**src/rtl/send_recv_incr_pipe.sv**
```systemverilog
// Purpose: en/rdy increment stage; receive queue -> output register adding cfg_incr (wrap or clamp).
// Latency: 1 cycle recv->send minimum (enqueue edge N, load edge N+1), 1 msg/cycle sustained.
// Backpressure: send_rdy low holds the output register; the queue fills and recv_rdy drops when full.
module send_recv_incr_pipe #(
  parameter int p_nbits       = 32,
  parameter int p_num_entries = 2,
  parameter int p_saturate    = 0,
  parameter int p_count_nbits = 16
) (
  input  logic                                   clk,
  input  logic                                   reset,
  input  logic [p_nbits-1:0]                     cfg_incr,
  output logic                                   recv_rdy,
  input  logic                                   recv_en,
  input  logic [p_nbits-1:0]                     recv_msg,
  input  logic                                   send_rdy,
  output logic                                   send_en,
  output logic [p_nbits-1:0]                     send_msg,
  output logic [$clog2(p_num_entries+1)-1:0]     num_free_entries,
  output logic [p_count_nbits-1:0]               msg_count,
  output logic                                   sat_pulse
);

  localparam int c_cnt_w = $clog2(p_num_entries + 1);
  localparam int c_ptr_w = (p_num_entries > 1) ? $clog2(p_num_entries) : 1;
  localparam logic [c_ptr_w-1:0] c_last  = c_ptr_w'(p_num_entries - 1);
  localparam logic [c_cnt_w-1:0] c_depth = c_cnt_w'(p_num_entries);

  logic [p_nbits-1:0] mem [p_num_entries];
  logic [c_ptr_w-1:0] wr_ptr;
  logic [c_ptr_w-1:0] rd_ptr;
  logic [c_cnt_w-1:0] count;
  logic               out_val;
  logic [p_nbits-1:0] out_msg;

  logic               enq;
  logic               deq;
  logic [p_nbits:0]   sum;
  logic               ovf;
  logic [p_nbits-1:0] result;

  // Full queue refuses input even if the head leaves this cycle (no bypass).
  assign recv_rdy         = (count != c_depth);
  assign enq              = recv_en && recv_rdy;
  assign send_en          = out_val && send_rdy;
  assign send_msg         = send_en ? out_msg : '0;
  // Head moves into the output register when that register is empty or draining now.
  assign deq              = (count != '0) && (!out_val || send_en);
  assign num_free_entries = c_depth - count;

  // One extra bit catches the carry so saturation can detect overflow.
  assign sum    = {1'b0, mem[rd_ptr]} + {1'b0, cfg_incr};
  assign ovf    = sum[p_nbits];
  assign result = ((p_saturate != 0) && ovf) ? '1 : sum[p_nbits-1:0];

  // Queue storage: payload only, validity is tracked by count.
  always_ff @(posedge clk) begin
    if (enq) mem[wr_ptr] <= recv_msg;
  end

  // Queue pointers and occupancy; reset discards everything held.
  always_ff @(posedge clk or negedge reset) begin
    if (!reset) begin
      wr_ptr <= '0;
      rd_ptr <= '0;
      count  <= '0;
    end else begin
      if (enq) wr_ptr <= (wr_ptr == c_last) ? '0 : wr_ptr + 1'b1;
      if (deq) rd_ptr <= (rd_ptr == c_last) ? '0 : rd_ptr + 1'b1;
      case ({enq, deq})
        2'b10:   count <= count + 1'b1;
        2'b01:   count <= count - 1'b1;
        default: count <= count;
      endcase
    end
  end

  // Output register: load incremented head, or go empty after the last send.
  always_ff @(posedge clk or negedge reset) begin
    if (!reset) begin
      out_val <= 1'b0;
      out_msg <= '0;
    end else if (deq) begin
      out_val <= 1'b1;
      out_msg <= result;
    end else if (send_en) begin
      out_val <= 1'b0;
    end
  end

  // Clamp indication, registered so it appears the cycle after the load.
  always_ff @(posedge clk or negedge reset) begin
    if (!reset) sat_pulse <= 1'b0;
    else        sat_pulse <= deq && ovf && (p_saturate != 0);
  end

  // Count of delivered messages, free-running wrap.
  always_ff @(posedge clk or negedge reset) begin
    if (!reset)       msg_count <= '0;
    else if (send_en) msg_count <= msg_count + 1'b1;
  end

endmodule
```
**config.mk**
```make
export PLATFORM = sky130hd
export DESIGN_NAME = send_recv_incr_pipe
export DESIGN_NICKNAME = d
export VERILOG_FILES = /design/src/rtl/send_recv_incr_pipe.sv
export SDC_FILE = /design/constraint.sdc
export NUM_CORES = 1
export LEC_CHECK = 0
export BUFFER_PORTS_ARGS = -buffer_cell sky130_fd_sc_hd__buf_2
export CAP_MARGIN = 20
export CORE_MARGIN = 5
export CORE_UTILIZATION = 56
export DETAILED_ROUTE_END_ITERATION = 8
export GPL_TIMING_DRIVEN = 0
export PLACE_DENSITY_LB_ADDON = 0.05
export SLEW_MARGIN = 10
export SYNTH_ARGS = -nofsm -noshare
export SYNTH_HDL_FRONTEND = slang
export SYNTH_SLANG_ARGS = --single-unit
```
**constraint.sdc**
```tcl
create_clock -name clk -period 3.96 [get_ports clk]
set_clock_uncertainty 0.1 [all_clocks]
set_input_delay 0.594 -clock clk [delete_from_list [all_inputs] [get_ports clk]]
set_output_delay 0.594 -clock clk [all_outputs]
set_load 0.02 [all_outputs]
```
==> summary.txt, run 1 <==
Timing
  • Highest Clock Rate: 277 MHz
  • Final Cycle Share: roughly 91%
  • Worst Tran Pin Value: around 0.57 ns
  • Final WS setup: ~0.35 ns
  • Fin. Hold Viols: 0
  • RSZ-0062 raised after global routing: no
  • Slew HR: 61.6%
  • # setup viols final: 0
  • Hold_ws: 0.0570 ns
  • Final min period: 3.61 ns
  • Slew Limit Fails: 0
  • Final TNS setup: 0 ns

Critical path
  • Critical Path Sink Type: flop
  • R2R setup slack: about 0.35 ns
  • Critical path class: flop to flop
  • Critical Path RT: a little over 4 ns
  • Worst-path fanout max: 10
  • WP data arrival: between 3 and 4 ns
  • Worst Setup Start Kind: flop

Die
  • Area of the core region: about 11000 sq um
  • Die W: approximately 120 um
  • Die Span Y: ~120 um
  • Die area: 13600 sq um
  • I/O pins: 121
  • Initial Util: between 50% and 60%
  • Cell Rows: 39

Power and ir drop
  • Leakage: ~3.5 nW
  • Worst VDD drop: 613 uV
  • Pwr per Cell Area: just over 800 nW/um^2

Logic synthesis
  • Cell variety after synth: 54
  • Syn_area_per_cell: around 11 sq um
  • Sequential share of the synthesized area: 51.0%
  • Post-synthesis register bit count: approximately 120
  • Syn Inst Count: 585
  • Cell taking the most area after synthesis: edfxtp_1
  • Post-synth EDFFs: 64
  • Yosys warning count: 0
  • Synth async-reset ratio: ~45%
  • Mapped Area: ~6400 sq um
  • Post-synth top area share: between 30% and 40%
  • Top_reg_cell synth: edfxtp_1
  • Largest cells by area after synthesis: edfxtp_1 30%, dfrtp_1 21%, ha_1 6.9%
  • Mapped Nets: just under 700

Clocking
  • Maximum clock insertion buffer count: 2
  • Clock buffer count from CTS: 17
  • Worst skew pair latency: approximately 0.4 ns
  • Clock root cell: clkbuf_16
  • # clock sinks: ~120
  • CTS tree: done
  • H-tree depth: 4
  • Clock slew at reported path FFs: 0.05 ns
  • Setup Buffers After CTS: 0

Global routing
  • GR Util All Layers: a little under a quarter
  • Global-route wire length before repair: between 20000 and 25000 um
  • Largest net degree at the start of global routing: 33
  • Initial antenna violation count: 0
  • Number of global-route vias before repair: roughly 5000
  • GRT overflow: 0

Placed design
  • Post-detail-place hpwl: roughly 12000 um
  • Place WS: -0.237 ns
  • Buffers on Ports: 119
  • GPL Wtd Cong: roughly 0.90
  • Dpl cells: between 800 and 900

Outcome
  • Status: finished clean

Route
  • DRT iter0 DRCs: ~360
  • Drt pass-1 iters: 4
  • Post-detailed-route wirelength per cell: ~17 um
  • Routed WL: between 15000 and 20000 um
  • Vias: 4943
  • Remaining antenna violation count: 0
  • Residual DRC count: 0
  • Vias per cell: 5.62

Min path
  • Min-delay worst type: primary input to async pin

Cells and area
  • Final nets: roughly 830
  • Ant diodes: 0
  • Fin cells: 880
  • Layout Area Growth over Synthesis: 22.6%
  • Layout cells sized above 1: 27.0%

Run
  • Max-cap violations: 0
-- worst max-delay path, stage by stage (launching register included) --
cell and delay [ns]:
dfrtp_2 0.52, clkbuf_2 0.35, mux2_2 0.39, ha_1 0.27
clkbuf_1 0.26, and3_1 0.28, nor3b_2 0.30, nand3_1 0.15
nor4_1 0.39, a21oi_1 0.15, xnor2_1 0.22, o21ai_1 0.08
-- cells in the final DEF (no fill, tap or decap), drive strengths merged, types with 2 or more instances in the layout --
master / n
a31oi: 6
ha: 35
xor2: 18
mux2: 33
dfrtp: 53
o21bai: 5
a21oi: 35
and4: 3
nor2: 26
nor2b: 3
o211ai: 5
nor3: 6
a21o: 11
clkbuf: 52
nor3b: 5
or4: 2
inv: 13
nand2: 67
nor4: 3
a41oi: 4
clkinv: 2
o21ai: 39
a221oi: 2
o31ai: 2
buf: 125
and3: 40
nand3: 14
nand2b: 3
o21a: 4
o2111ai: 4
and2: 3
nand4: 8
mux2i: 3
edfxtp: 64
xnor2: 26
-- Yosys cell counts (11+ instances only) --
master and number:
a21o_1 11, nand3_1 14, o21ai_1 19, o21ai_0 19, edfxtp_1 64, xnor2_1 26
nand2_1 66, dfrtp_1 53, and3_1 40, a21oi_1 35, clkbuf_1 27, ha_1 35
mux2_2 33, nor2_1 26, xor2_1 18
-- where the power goes --
| part | internal, W | total (W) | leakage [nW] | switching [W] |
|---|---|---|---|---|
| combinational | 0.00117 | 0.00299 | 1.96 | 0.00182 |
| clock | 0.000974 | 0.00149 | 0.299 | 0.000517 |
| sequential | 0.00170 | 0.00190 | 1.25 | 0.000199 |
-- path summary, 6_finish.rpt --
kind,startpoint,end,cells past startpoint
min,reset,msg_count[7],1
max in group asynchronous,reset,rd_ptr,2
max reg2reg,rd_ptr,out_msg[25],11
min in group clk,recv_msg[5],mem[0][5],1
min reg2reg,out_msg[10],out_msg[10],2
max,rd_ptr,out_msg[25],11
-- metrics by stage --
stage	cell area, sq um	total power, W	util [%]
2_1_floorplan	6370	0.00401	-
3_3_place_gp	7140	0.00479	63.4
3_5_place_dp	7210	0.00489	64.0
4_1_cts	7800	0.00640	69.2
5_1_grt	7800	0.00683	69.2
6_report	7800	0.00638	69.2
-- layer usage --
layer	share of wire (%)	up-vias	track usage (%)
met2	46	156	37.9
li1	-	2441	-
met4	2.0	0	9.33
met3	6.5	16	4.25
met5	0	-	0
met1	46	2330	31.9
-- flip-flops by register name (all words and copies together), names as in the netlist --
register / flops
count: 2
out_val: 1
msg_count: 16
rd_ptr: 1
mem: 64
out_msg: 32
wr_ptr: 1
-- cell families after synthesis --
group / synth area share [%]
adder cells (fa/ha/maj): 7.19
XOR/XNOR: 6.05
AND/OR/NAND/NOR: 14.4
buffers and inverters: 2.48
flip-flops: 51.0
AO/OA/AOI/OAI: 12.5
other: 0.0589
multiplexers: 6.31
-- area by class of cell --
class / instances / area (sq um)
clock inverters: 5 / 28.8
repair buffers: 122 / 656
clock buffers: 26 / 563
inverters: 10 / 37.5
flip-flops and latches: 117 / 3250
plain buffers: 29 / 120
fillers: 874 / 3470
multi-input cells: 428 / 2970
well taps: 143 / 179
-- timing repair --
action                                 in CTS  in global routing
endpoints found under the hold margin       0                  0
setup endpoints to repair                  10                 10
hold buffers                                0                  0
pin swaps                                   0                  0
resized for setup                           2                  3
(Power assumes the default switching activity.)
==> run 2: changes to the inputs <==
--- a/config.mk
+++ b/config.mk
@@ -5,6 +5,7 @@
 export SDC_FILE = /design/constraint.sdc
 export NUM_CORES = 1
 export LEC_CHECK = 0
+export ABC_AREA = 1
 export BUFFER_PORTS_ARGS = -buffer_cell sky130_fd_sc_hd__buf_2
 export CAP_MARGIN = 20
 export CORE_MARGIN = 5
==> run 2 against run 1 <==
Compared with the run above: sequential share of layout area shrank 4.0 points; via count grew 22%; combinational power grew 17%; register-to-register slack gained 0.59 ns; clock power grew 11%; non-clock buffer count shrank 10; largest power group unchanged; highest routed layer unchanged.
==> summary.txt, run 2 <==
Logic synthesis
  • Mapped Area: 7100 sq um (+11%)
  • Synth async-reset ratio: 45.3% (unchanged)
  • Synth Area in Adders: 6.45% (-0.74 points)
  • Syn_area_per_cell: 7.45 sq um (-32%)
  • Cell taking the most area after synthesis: edfxtp_1
  • Syn Inst Count: 953 (+63%)
  • Post-synth top area share: 27.1% (-3.1 points)
  • Post-synth EDFFs: 64 (unchanged)
  • Post-synthesis simple-gate area fraction: 30.7% (+16 points)
  • Largest cells by area after synthesis: edfxtp_1 27%, nand2_1 20%, dfrtp_1 19%
  • XOR/XNOR Fraction of Synth Area: 3.46% (-2.6 points)
  • Compound-Gate Fraction of Synth Area: 3.86% (-8.7 points)
  • Top_reg_cell synth: edfxtp_1
  • Multiplexer share of the synthesized area: 0% (-6.3 points)
  • Most frequent cells after synthesis: 380 x nand2_1, 160 x inv_1, 85 x nor2_1, 64 x edfxtp_1, 53 x dfrtp_1
  • Largest family of logic cells by synthesized area: simple AND/OR/NAND/NOR gates
  • Post-synthesis register bit count: 117 (unchanged)
  • Yosys warning count: 0 (unchanged)
  • Cell variety after synth: 32 (-41%)
  • Sequential share of the synthesized area: 45.8% (-5.2 points)
  • Count leader, synth: nand2_1
  • Mapped Nets: 1057 (+53%)

Global routing
  • Number of global-route vias before repair: 5601 (+12%)
  • Largest net degree at the start of global routing: 37 (+12%)
  • Global-route wire length before repair: 26600 um (+8.1%)
  • GRT overflow: 0 (unchanged)
  • Initial antenna violation count: 0 (unchanged)
  • GR Util All Layers: 23.2% (-0.37 points)

Clocking
  • Worst skew pair latency: 0.41 ns (about the same)
  • Clock root cell: clkbuf_16
  • Maximum clock insertion buffer count: 2 (unchanged)
  • H-tree depth: 4 (unchanged)
  • # hold bufs at CTS: 0 (unchanged)
  • Setup Buffers After CTS: 0 (unchanged)
  • Clock slew at reported path FFs: 0.05 ns (about the same)
  • CTS tree: done
  • Clock buffer count from CTS: 17 (unchanged)
  • # clock sinks: 117 (unchanged)
  • Post-CTS Resized: 0 (-2)

Min path
  • Min-delay worst type: primary input to async pin

Timing
  • Slew HR: 58.6% (-2.9 points)
  • Slew Limit Fails: 0 (unchanged)
  • Final TNS setup: 0 ns (unchanged)
  • Final WS setup: 0.946 ns (+0.593 ns)
  • Worst Tran Pin Value: 0.620 ns (+0.0516 ns)
  • Highest Clock Rate: 332 MHz (+20%)
  • Final min period: 3.01 ns (-0.593 ns)
  • RSZ-0062 raised after global routing: no
  • Fin. Hold Viols: 0 (unchanged)
  • Final Cycle Share: 76.1% (-15 points)
  • # setup viols final: 0 (unchanged)

Cells and area
  • Footprint of the multi-input gates: 3170 sq um (+6.8%)
  • Final nets: 1198 (+45%)
  • Registers with the most flip-flops: mem: 64 flops, out_msg: 32 flops, msg_count: 16 flops
  • Fillers: 1102 (+26%)
  • Ant diodes: 0 (unchanged)
  • Reg with most FFs: mem
  • Max reg flops: 64 (unchanged)
  • Sequential cell area: 3250 sq um (about the same)
  • Most common cell after layout, fill and taps aside: nand2_1
  • Layout Area Growth over Synthesis: 21.6%
  • Layout cells sized above 1: 15.2% (-12 points)
  • Most frequent cells in the layout: 380 x nand2_1, 160 x inv_1, 121 x buf_2

Power and ir drop
  • Total Power: 0.00701 W (+9.8%)
  • Worst VDD drop: 527 uV (-14%)
  • Sw power: 0.00297 W (+17%)
  • Leakage: 4.69 nW (+34%)
  • Sequential power share: 26.5% (-3.3 points)
  • Pwr per Cell Area: 812 nW/um^2 (-0.66%)
  • Cell-internal power: 0.00404 W (+4.9%)
  • Gate power share: 49.7% (+2.9 points)
  • Sw frac: 42.4% (+2.7 points)
  • Clock power frac: 23.7% (+0.3 points)

Route
  • Remaining antenna violation count: 0 (unchanged)
  • Drt pass-1 iters: 4 (unchanged)
  • Residual DRC count: 0 (unchanged)
  • Post-detailed-route wirelength per cell: 12.9 um (-26%)
  • Routed WL: 16500 um (+7.3%)
  • DRT iter0 DRCs: 318 (-13%)
  • Vias: 6036 (+22%)
  • Vias per cell: 4.73 (-16%)

Critical path
  • Worst Setup Start Kind: flop
  • Critical Path RT: 4.16 ns (+0.03 ns)
  • Reg2reg end: out_msg[28]
  • R2r worst-path depth: 14 (+3)
  • Delay-heaviest family, CP: simple AND/OR/NAND/NOR gates
  • WP data arrival: 3.22 ns (-0.56 ns)
  • CP most frequent cell: nand3_1
  • Crit path max-delay cell type: fa_1
  • Critical-path cell list: clkbuf_1 -> inv_1 -> clkbuf_1 -> nand2_1 -> nand2_1 -> fa_1 -> nand3_1 -> nand3_1 -> nand3_1 -> nand3_1 -> nand2_1 -> nand3_1 -> nand3_1 -> nand2_1
  • Crit path buffers/inverters: 3 (+1)
  • R2R Path Start: rd_ptr
  • Worst-path fanout max: 10 (unchanged)
  • R2R setup slack: 0.95 ns (+0.59 ns)
  • Critical path class: flop to flop
  • Max stage delay on crit path: 0.48 ns (-0.04 ns)
  • Critical Path Sink Type: flop

Placed design
  • Place WS: 0.913 ns (+1.15 ns)
  • GPL Wtd Cong: 0.924 (+2.3%)
  • Post-detail-place hpwl: 12900 um (+10%)
  • Buffers on Ports: 119 (unchanged)

Die
  • Initial Util: 56.7% (+0.20 points)
  • Die W: 123 um (+5.1%)
  • I/O pins: 121 (unchanged)
  • Die Span Y: 123 um (+5.1%)
  • Area of the core region: 12500 sq um (+11%)
  • Die area: 15000 sq um (+10%)
  • Cell Rows: 41 (+5.1%)

Outcome
  • Status: finished clean

Run
  • Max-cap violations: 0 (unchanged)
## run 2: power by group through the flow
stage / Clock, W / Combinational [W] / Sequential (W)
6_report: 0.00166 / 0.00349 / 0.00186
5_1_grt: 0.00175 / 0.00397 / 0.00190
3_3_place_gp: 0 / 0.00339 / 0.00188
3_5_place_dp: 0 / 0.00347 / 0.00188
4_1_cts: 0.00168 / 0.00350 / 0.00186
2_1_floorplan: 0 / 0.00250 / 0.00189
## run 2: per-layer routing
layer,GRT usage (%),wire [um],vias to the layer above
met5,0,0,-
met4,8.89,292,0
met3,4.84,840,27
met2,37.0,7560,129
met1,31.3,7760,2662
li1,-,-,3218
## run 2: area by class of cell
class                           instances  area share, %
Buffer                                 19          0.943
Clock buffer                           17           4.93
Clock inverter                         13           2.47
Inverter                              162           7.05
Multi-Input combinational cell        655           36.8
Sequential cell                       117           37.6
Tap cell                              172           2.49
Timing Repair Buffer                  122           7.69
## run 2: through the flow
| step | hold WS, ns | std cells | util, % | cell area (sq um) |
|---|---|---|---|---|
| 6_report | 0.0133 | 1277 | 68.9 | 8630 |
| 5_1_grt | 0.0331 | 1277 | 68.9 | 8630 |
| 4_1_cts | 0.0127 | 1277 | 68.9 | 8630 |
| 3_5_place_dp | 0.366 | 1247 | 63.8 | 7990 |
| 3_3_place_gp | 0.368 | 1244 | 63.2 | 7910 |
| 2_1_floorplan | 0.198 | 953 | - | 7100 |
## run 2: cells by family (layout without fill, tap and decap cells)
family	after synthesis	in the layout
AO/OA/AOI/OAI	51	51
XOR/XNOR	28	28
adder cells (fa/ha/maj)	36	36
buffers and inverters	181	333
flip-flops	117	117
other	1	1
AND/OR/NAND/NOR	539	539
## run 2: worst register-to-register path, cell delays in order, from the launching register on
cell and delay, ns:
dfrtp_1 0.32, clkbuf_1 0.35, inv_1 0.20, clkbuf_1 0.27
nand2_1 0.11, nand2_1 0.11, fa_1 0.48, nand3_1 0.11
nand3_1 0.16, nand3_1 0.12, nand3_1 0.16, nand2_1 0.15
nand3_1 0.10, nand3_1 0.10, nand2_1 0.05
## run 2: how the worst max path moves through the flow
stage / start / slack, ns / cells after the start / to
final: rd_ptr / 0.95 / 14 / out_msg[28]
after global placement: count[0] / 0.43 / 5 / mem[0][2]
after CTS: rd_ptr / 0.90 / 14 / out_msg[20]
after detailed placement: rd_ptr / 0.91 / 14 / out_msg[20]
after floorplan: count[0] / 1.12 / 5 / mem[0][0]
after global routing: rd_ptr / 0.62 / 17 / out_msg[23]
==> run 3: changes to the inputs <==
==> constraint.sdc (replaced) <==
create_clock -name clk -period 3 [get_ports clk]
set_clock_uncertainty 0.1 [all_clocks]
set_input_delay 0.45 -clock clk [delete_from_list [all_inputs] [get_ports clk]]
set_output_delay 0.45 -clock clk [all_outputs]
set_load 0.02 [all_outputs]
==> run 3 against run 2 <==
Compared with the run above: power increased by 32%; non-clock buffer count unchanged; global-route usage about the same; via count about the same; register-to-register slack got worse by 0.70 ns; worst setup slack got worse by 0.70 ns; final cell count unchanged.
==> summary.txt, run 3 (synthesis results as in run 2) <==
Cells and area
  • Layout cells sized above 1: 15.5% (+0.27 points)
  • Most frequent cells in the layout: 380 x nand2_1, 160 x inv_1, 121 x buf_2
  • Most common cell after layout, fill and taps aside: nand2_1
  • Max reg flops: 64 (unchanged)
  • Util after Layout: 69.0% (+0.080 points)
  • Layout Area Growth over Synthesis: 21.7%
  • Registers with the most flip-flops: mem: 64 flops, out_msg: 32 flops, msg_count: 16 flops
  • Ant diodes: 0 (unchanged)
  • Final nets: 1198 (unchanged)
  • Reg with most FFs: mem

Die
  • Die area: 15000 sq um (unchanged)
  • I/O pins: 121 (unchanged)
  • Initial Util: 56.7% (unchanged)
  • Cell Rows: 41 (unchanged)
  • Die W: 123 um (unchanged)
  • Area of the core region: 12500 sq um (unchanged)
  • Die Span Y: 123 um (unchanged)

Clocking
  • Setup Buffers After CTS: 0 (unchanged)
  • Clock buffer count from CTS: 17 (unchanged)
  • Worst skew pair latency: 0.42 ns (about the same)
  • CTS tree: done
  • Clock root cell: clkbuf_16
  • Maximum clock insertion buffer count: 2 (unchanged)
  • # clock sinks: 117 (unchanged)
  • H-tree depth: 4 (unchanged)
  • Clock slew at reported path FFs: 0.05 ns (about the same)

Critical path
  • R2R Path Start: rd_ptr
  • Critical Path Sink Type: flop
  • Critical Path RT: 3.20 ns (-0.96 ns)
  • WP data arrival: 2.95 ns (-0.27 ns)
  • R2r worst-path depth: 13 (-1)
  • Worst-path fanout max: 10 (unchanged)
  • R2R setup slack: 0.24 ns (-0.70 ns)
  • Reg2reg end: out_msg[29]
  • Critical path class: flop to flop
  • Worst Setup Start Kind: flop

Route
  • Residual DRC count: 0 (unchanged)
  • Post-detailed-route wirelength per cell: 12.9 um (about the same)
  • Drt pass-1 iters: 4 (unchanged)
  • Routed WL: 16400 um (about the same)
  • Remaining antenna violation count: 0 (unchanged)
  • DRT iter0 DRCs: 330 (+3.8%)
  • Vias per cell: 4.73 (about the same)
  • Vias: 6040 (+0.066%)

Placed design
  • Buffers on Ports: 119 (unchanged)
  • GPL Wtd Cong: 0.924 (unchanged)
  • Post-detail-place hpwl: 12900 um (unchanged)

Timing
  • Worst Tran Pin Value: 0.608 ns (-0.0120 ns)
  • Final min period: 2.76 ns (-0.257 ns)
  • Highest Clock Rate: 363 MHz (+9.3%)
  • RSZ-0062 raised after global routing: no
  • Slew Limit Fails: 0 (unchanged)
  • Final TNS setup: 0 ns (unchanged)
  • # setup viols final: 0 (unchanged)
  • Fin. Hold Viols: 0 (unchanged)
  • Final Cycle Share: 91.9% (+16 points)
  • Hold_ws: 0.118 ns (+0.105 ns)
  • Slew HR: 59.4% (+0.80 points)

Power and ir drop
  • Gate power share: 49.5% (-0.2 points)
  • Sw power: 0.00392 W (+32%)
  • Clock power frac: 23.7% (about the same)
  • Leakage: 4.70 nW (+0.17%)
  • Worst VDD drop: 694 uV (+32%)
  • Sequential power share: 26.8% (+0.3 points)
  • Pwr per Cell Area: 1070 nW/um^2 (+32%)
  • Sw frac: 42.4% (about the same)
  • Cell-internal power: 0.00533 W (+32%)

Min path
  • Hold path start: recv_msg[15]
  • Hold Path End: mem[0][15]
  • Min-delay worst type: primary input to flop
  • Hold path depth: 1

Global routing
  • Initial antenna violation count: 0 (unchanged)
  • GR Util All Layers: 23.2% (about the same)
  • Number of global-route vias before repair: 5609 (+0.14%)
  • Largest net degree at the start of global routing: 37 (unchanged)
  • GRT overflow: 0 (unchanged)
  • Global-route wire length before repair: 26600 um (about the same)

Run
  • Max-cap violations: 0 (unchanged)

Outcome
  • Status: finished clean
## run 3: metal layers
layer  wire length, um  share of wire [%]  track usage, %  vias up
met1              7700                 47            31.2     2659
met4               308                1.9            8.89        0
met5                 0                  0               0        -
li1                  -                  -               -     3219
met3               891                5.4            5.02       28
met2              7540                 46            37.0      134
## run 3: critical path, stage by stage (launching register included)
cell,delay (ns)
dfrtp_2,0.48
inv_1,0.18
clkbuf_1,0.40
nand2_1,0.09
nand2_1,0.11
ha_1,0.29
a21oi_1,0.25
nor2_1,0.07
nor2_1,0.13
nand2_1,0.06
a21oi_1,0.19
nand3_1,0.10
nand3_1,0.12
nand2_1,0.07
## run 3: worst max path at each step
stage | start | endpoint | slack, ns | cells after the start
2_1_floorplan | count[0] | mem[0][0] | 0.16 | 5
3_3_place_gp | count[0] | mem[0][2] | -0.53 | 5
3_5_place_dp | rd_ptr | out_msg[20] | -0.05 | 14
4_1_cts | rd_ptr | out_msg[20] | 0.11 | 13
5_1_grt | rd_ptr | out_msg[29] | 0.007 | 14
6_report | rd_ptr | out_msg[29] | 0.24 | 13
## run 3: through the flow
step,std cells,setup slack [ns],instance area [sq um],total power [W]
global placement,1244,-0.529,7910,0.00696
finish,1277,0.243,8640,0.00925
detailed placement,1247,-0.0467,7990,0.00706
CTS,1277,0.115,8630,0.00929
floorplan,953,0.162,7100,0.00579
global route,1277,0.00713,8640,0.0101
## run 3: power groups by stage
stage	Combinational [W]	Sequential [W]	Clock, W
after floorplan	0.00330	0.00249	0
after global placement	0.00448	0.00248	0
after detailed placement	0.00459	0.00248	0
after CTS	0.00460	0.00248	0.00222
after global routing	0.00522	0.00252	0.00231
final	0.00458	0.00248	0.00220
## run 3: layout make-up
class	count	area, sq um
tap	172	215
buffer	18	80.1
sequential	117	3250
clock inverter	13	213
clock buffer	17	425
timing repair buffer	123	673
fill	1100	3880
multi-input combinational	655	3170
inverter	162	608
## run 3: timing repair
item / CTS / global route
hold buffers: 1 / 0
endpoints found under the setup margin: 5 / 19
pin swaps: 0 / 0
endpoints found under the hold margin: 17 / 0
resized for setup: 0 / 5
